## src/rtl/bitcoin_result_scan.sv

```systemverilog
// -----------------------------------------------------------------------------
// bitcoin_result_scan
//
// Purpose:
//   Runs after bitcoin_hash on the shared single-port memory. It reads back the
//   NUM_NONCES per-nonce H0 words stored at output_addr+nonce and compares each
//   one, as an unsigned value, against a latched difficulty target. It counts
//   the hits, tracks the smallest hash and its nonce (the lowest nonce wins a
//   tie), and then writes one summary word {found, 15'b0, hit_count, best_nonce}
//   to summary_addr.
//
// Ports:
//   clk, reset        clock; asynchronous active-high reset
//   start             begin a scan (only honoured in IDLE)
//   output_addr       address of the result word for nonce 0
//   summary_addr      address that receives the summary word
//   target            a word is a hit when word < target
//   done              one-cycle pulse once the summary write has been issued
//   found, hit_count  hit flag and hit count of the last scan
//   best_nonce/hash   smallest hash of the last scan and its nonce
//   mem_*             memory port (mem_clk = clk, address/data registered,
//                     read data returns one cycle after the address)
//
// Configuration macro:
//   SCAN_EARLY_EXIT_EN  when defined, the scan stops at the first hit and goes
//                       straight to the summary write. When undefined (the
//                       default), every scan covers all NUM_NONCES words.
// -----------------------------------------------------------------------------
module bitcoin_result_scan #(
    parameter int NUM_NONCES = 16,
    parameter int ADDR_W     = 16,
    parameter int DATA_W     = 32
) (
    input  logic              clk,
    input  logic              reset,
    input  logic              start,
    input  logic [ADDR_W-1:0] output_addr,
    input  logic [ADDR_W-1:0] summary_addr,
    input  logic [DATA_W-1:0] target,
    output logic              done,
    output logic              found,
    output logic [7:0]        hit_count,
    output logic [7:0]        best_nonce,
    output logic [DATA_W-1:0] best_hash,
    output logic              mem_clk,
    output logic              mem_we,
    output logic [ADDR_W-1:0] mem_addr,
    output logic [DATA_W-1:0] mem_write_data,
    input  logic [DATA_W-1:0] mem_read_data
);

    typedef enum logic [2:0] {
        IDLE  = 3'd0,
        READ  = 3'd1,
        DRAIN = 3'd2,
        WRITE = 3'd3,
        FIN   = 3'd4
    } state_t;

    localparam logic [7:0] LAST_IDX = 8'(NUM_NONCES - 1);

    state_t            state;
    state_t            state_nxt;
    logic [7:0]        idx;
    logic [DATA_W-1:0] target_q;
    logic [ADDR_W-1:0] summary_addr_q;

    logic              vld_p0;
    logic [7:0]        nonce_p0;
    logic              hit_p0;
    logic              better_p0;
    logic              early_stop;

    // Hit counter increment that can never wrap.
    function automatic logic [7:0] sat_inc(input logic [7:0] v);
        return (v == 8'hFF) ? v : v + 8'd1;
    endfunction

    // Summary word: found in the MSB, hit_count in [15:8], best_nonce in [7:0].
    function automatic logic [DATA_W-1:0] pack_summary(input logic       f,
                                                       input logic [7:0] hc,
                                                       input logic [7:0] bn);
        logic [DATA_W-1:0] s;
        s           = '0;
        s[7:0]      = bn;
        s[15:8]     = hc;
        s[DATA_W-1] = f;
        return s;
    endfunction

    assign mem_clk = clk;

    // Read-data stage: in READ the word on mem_read_data belongs to the address
    // issued one cycle earlier (nonce idx-1); the first READ cycle carries no
    // valid word. DRAIN carries the final word, whose nonce equals idx.
    assign vld_p0    = ((state == READ) && (idx != 8'd0)) || (state == DRAIN);
    assign nonce_p0  = (state == DRAIN) ? idx : idx - 8'd1;
    assign hit_p0    = mem_read_data < target_q;
    assign better_p0 = mem_read_data < best_hash;

`ifdef SCAN_EARLY_EXIT_EN
    assign early_stop = vld_p0 && hit_p0;
`else
    assign early_stop = 1'b0;
`endif

    always_ff @(posedge clk or posedge reset) begin
        if (reset) begin
            state <= IDLE;
        end else begin
            state <= state_nxt;
        end
    end

    always_comb begin
        state_nxt = state;
        case (state)
            IDLE:    if (start) state_nxt = READ;
            READ: begin
                if (early_stop) begin
                    state_nxt = WRITE;
                end else if (idx == LAST_IDX) begin
                    state_nxt = DRAIN;
                end
            end
            DRAIN:   state_nxt = WRITE;
            WRITE:   state_nxt = FIN;
            FIN:     state_nxt = IDLE;
            default: state_nxt = IDLE;
        endcase
    end

    always_ff @(posedge clk or posedge reset) begin
        if (reset) begin
            done           <= 1'b0;
            found          <= 1'b0;
            hit_count      <= 8'd0;
            best_nonce     <= 8'd0;
            best_hash      <= '1;
            mem_we         <= 1'b0;
            mem_addr       <= '0;
            mem_write_data <= '0;
            idx            <= 8'd0;
            target_q       <= '0;
            summary_addr_q <= '0;
        end else begin
            done <= 1'b0;
            case (state)
                IDLE: begin
                    if (start) begin
                        target_q       <= target;
                        summary_addr_q <= summary_addr;
                        mem_addr       <= output_addr;
                        idx            <= 8'd0;
                        found          <= 1'b0;
                        hit_count      <= 8'd0;
                        best_hash      <= '1;
                        best_nonce     <= 8'd0;
                    end
                end
                READ: begin
                    // Address wraps naturally at 2^ADDR_W.
                    if ((idx != LAST_IDX) && !early_stop) begin
                        mem_addr <= mem_addr + ADDR_W'(1);
                        idx      <= idx + 8'd1;
                    end
                end
                WRITE: begin
                    mem_we         <= 1'b1;
                    mem_addr       <= summary_addr_q;
                    mem_write_data <= pack_summary(found, hit_count, best_nonce);
                end
                FIN: begin
                    mem_we <= 1'b0;
                    done   <= 1'b1;
                end
                default: ;
            endcase

            // Evaluation stage: strict compare keeps the lowest nonce on ties
            // and leaves an all-ones first word from replacing the initial '1.
            if (vld_p0) begin
                if (hit_p0) begin
                    hit_count <= sat_inc(hit_count);
                    found     <= 1'b1;
                end
                if (better_p0) begin
                    best_hash  <= mem_read_data;
                    best_nonce <= nonce_p0;
                end
            end
        end
    end

endmodule

```

## config.mk

```make
export PLATFORM = sky130hd
export DESIGN_NAME = bitcoin_result_scan
export DESIGN_NICKNAME = d
export VERILOG_FILES = /design/src/rtl/bitcoin_result_scan.sv
export SDC_FILE = /design/constraint.sdc
export NUM_CORES = 1
export LEC_CHECK = 0
export ABC_AREA = 1
export CORE_MARGIN = 2
export CORE_UTILIZATION = 50
export CTS_CLUSTER_SIZE = 24
export DETAILED_ROUTE_END_ITERATION = 10
export HOLD_SLACK_MARGIN = 0.02
export PLACE_DENSITY = 0.91
export RECOVER_POWER = 50
export SLEW_MARGIN = 20
export SYNTH_ARGS = -nofsm -noshare
export SYNTH_HDL_FRONTEND = slang
export SYNTH_SLANG_ARGS = --single-unit
```

## constraint.sdc

```tcl
create_clock -name clk -period 7.61 [get_ports clk]
set_input_delay 1.522 -clock clk [delete_from_list [all_inputs] [get_ports clk]]
set_output_delay 1.522 -clock clk [all_outputs]
set_load 0.02 [all_outputs]
```

==> flow_metrics.tcl <==
set metrics [dict create \
    outcome "complete, but fails checks" \
    violations "max-capacitance violations, max-slew violations" \
    irDropWorstVdd_v 0.000176 \
    antenna_found_initial 1 \
    yosysTopAreaCell "dfrtp_1" \
    gp_congestion 0.861 \
    final_cell_mix "nand2_1, inv_1, clkdlybuf4s50_1" \
    start_util 0.514 \
    die_w_um 135 \
    cts_hold_buf 0 \
    fin_setup_tns_ns 0 \
    port_buffers 183 \
    yosysSeqAreaShare 0.422 \
    hold_violations 0 \
    netlist_top_cells_area "dfrtp_1, nand2_1, dfstp_2" \
    rows 47 \
    hold_depth 2 \
    drtIter0Drc 497 \
    clkTransAtPathRegs_ns 0.06 \
    required_ns 6.09 \
    hold_path_class "flip-flop to flip-flop" \
    power.density_nw_per_um2 262 \
    rsz0062_at_grt "no" \
    diodes 0 \
    drc_errors 0 \
    slowest_delay_ns 0.52 \
    post-cts-setup-buffers 0 \
    grt_max_degree 82 \
    synth-seq-cells 143 \
    cts_tree "built" \
    ys_warn_count 0 \
    r2r-end "best_nonce[1]$_DFF_PP0_" \
    path_max_fanout 2 \
    timing.rr.start "state[2]$_DFFE_PP0P_" \
    synth_top_area_frac 0.324 \
    netlist_area_um2 8580 \
    post_cts_resized 0 \
    drv_cap 4 \
    drtAntennaViolNets 0 \
    r2r_setup_slack_ns 3.32 \
    synth.distinct_cells 40 \
    worst-path-buf-inv 3 \
    synthCells 1101 \
    viasPerCell 5.18 \
    grt_pass1_vias 7586 \
    synthToLayoutAreaGrowth_pct 29.2 \
    dp_hpwl_mm 15.2 \
    pre_cts_ws_ns 1.77 \
    cp-end-kind "output pin" \
    grt_overflow 0 \
    fin_ws_ns 1.51 \
    die_y_um 135 \
    vias 7797 \
    holdWs_ns 0.462 \
    worst_pin_slew_ns 2.78 \
    fin_util 0.664 \
    die_area_um2 18200 \
    path_cells "clkbuf_16, clkbuf_16, clkdlybuf4s50_1" \
    p_leak_nw 5.84 \
    grtUsageTotal 0.243 \
    dr.pass1.iters 5 \
    clock_latency_ns 0.53 \
    hold_end "mem_write_data[10]$_DFFE_PP0N_" \
    final_max_slew_viol_count 184 \
    wirelength_mm 21.6 \
    timing.critical_path.slowest_stage_cell "clkdlybuf4s50_1" \
    start_kind "clock port" \
    worstSetupPathType "clock port to output pin" \
    num-nets-final 1438 \
    core-area_um2 16700 \
    worstPathArrival_ns 4.58 \
    layout_commonest_cell "nand2_1" \
    slew-limit-headroom -0.866 \
    io_pins 199 \
    worstRegToRegCells 10 \
    syn_area_per_cell_um2 7.79 \
    final_layout_size_suffix_gt1_frac 0.0669 \
    hold_path.startpoint "mem_write_data[10]$_DFFE_PP0N_" \
    grt_pass1_wl_mm 35.3 \
    crit_top_cell "clkbuf_16" \
    avgRoutedWirePerCell_um 14.4 \
    path_delay_family "buffers and inverters" \
    setup_viol 0 \
    final.setup_skew_ns 0.00860 \
]
## cell usage after synthesis (all sizes together)
cell type / n
nand2: 312
inv: 203
dfrtp: 111
o21ai: 92
ha: 67
a21oi: 45
nand3: 45
buf: 40
nor2: 40
nand3b: 33
dfstp: 32
nand4: 14
clkbuf: 12
nor3: 12
xor2: 11
a221oi: 9
a22oi: 6
a31oi: 3
o21a: 3
nor4: 2
a211oi: 1
conb: 1
o211ai: 1
o21bai: 1
o221ai: 1
o22ai: 1
o31ai: 1
o32ai: 1
xnor2: 1
## state kept, by name, summed over array words and instances, names as in the netlist
signal,count
done,1
state,3
mem_we,1
idx,8
best_hash,32
mem_addr,16
mem_write_data,17
hit_count,8
summary_addr_q,16
best_nonce,8
target_q,32
found,1
## per-stage QoR
stage                     instances  total power (W)  instance area [µm²]
after floorplan                1115          0.00167                 8630
after global placement         1470          0.00199                10500
after detailed placement       1470          0.00203                10500
after CTS                      1505          0.00293                11100
after global routing           1505          0.00309                11100
final                          1505          0.00291                11100
## cells by family after synthesis
family / count (synthesis) / share of synthesized area
DFF: 143 / 0.422
other: 1 / 0.000437
and+or+nand+nor: 458 / 0.237
AOI/OAI and AO/OA: 165 / 0.106
buffers and inverters: 255 / 0.125
xor gates and xnor gates: 12 / 0.0122
adders and majority gates: 67 / 0.0977
## area by class of cell
| cell class | instances | area [µm²] |
|---|---|---|
| clock buffers | 23 | 538 |
| clock inverters | 13 | 114 |
| fillers | 1356 | 5620 |
| inverters | 203 | 763 |
| multi-input cells | 717 | 3930 |
| flip-flops and latches | 143 | 3620 |
| well taps | 220 | 275 |
| repair buffers | 186 | 1850 |
## worst register-to-register path: cells and delay by family, from the launching register on
kind / cells / cell delay (ns)
buffers and inverters: 4 / 2.70
AND/OR/NAND/NOR: 5 / 1.04
flip-flops: 1 / 0.35
AO/OA/AOI/OAI: 1 / 0.11
## per-layer routing
metal | GRT usage | share of wire | wire, µm
met3 | 0.0574 | 0.079 | 1720
met5 | 0 | 0 | 0
met4 | 0.100 | 0.023 | 497
met2 | 0.411 | 0.48 | 10300
met1 | 0.299 | 0.42 | 9100
## worst max-delay path by stage
| stage | endpoint | cells after the start | slack [ns] | startpoint |
|---|---|---|---|---|
| finish | mem_clk | 3 | 1.51 | clk |
| global route | mem_clk | 3 | 1.49 | clk |
| CTS | mem_clk | 3 | 1.50 | clk |
| detailed placement | mem_clk | 1 | 1.77 | clk |
| global placement | mem_clk | 1 | 1.77 | clk |
| floorplan | mem_clk | 1 | 2.15 | clk |
## report_power, final
part | total [W] | internal [W] | switching [W]
clock network | 0.000895 | 0.000542 | 0.000353
logic | 0.00101 | 0.000417 | 0.000596
registers | 0.000999 | 0.000925 | 0.0000743
No activity file was read; power rests on OpenSTA's default activity.
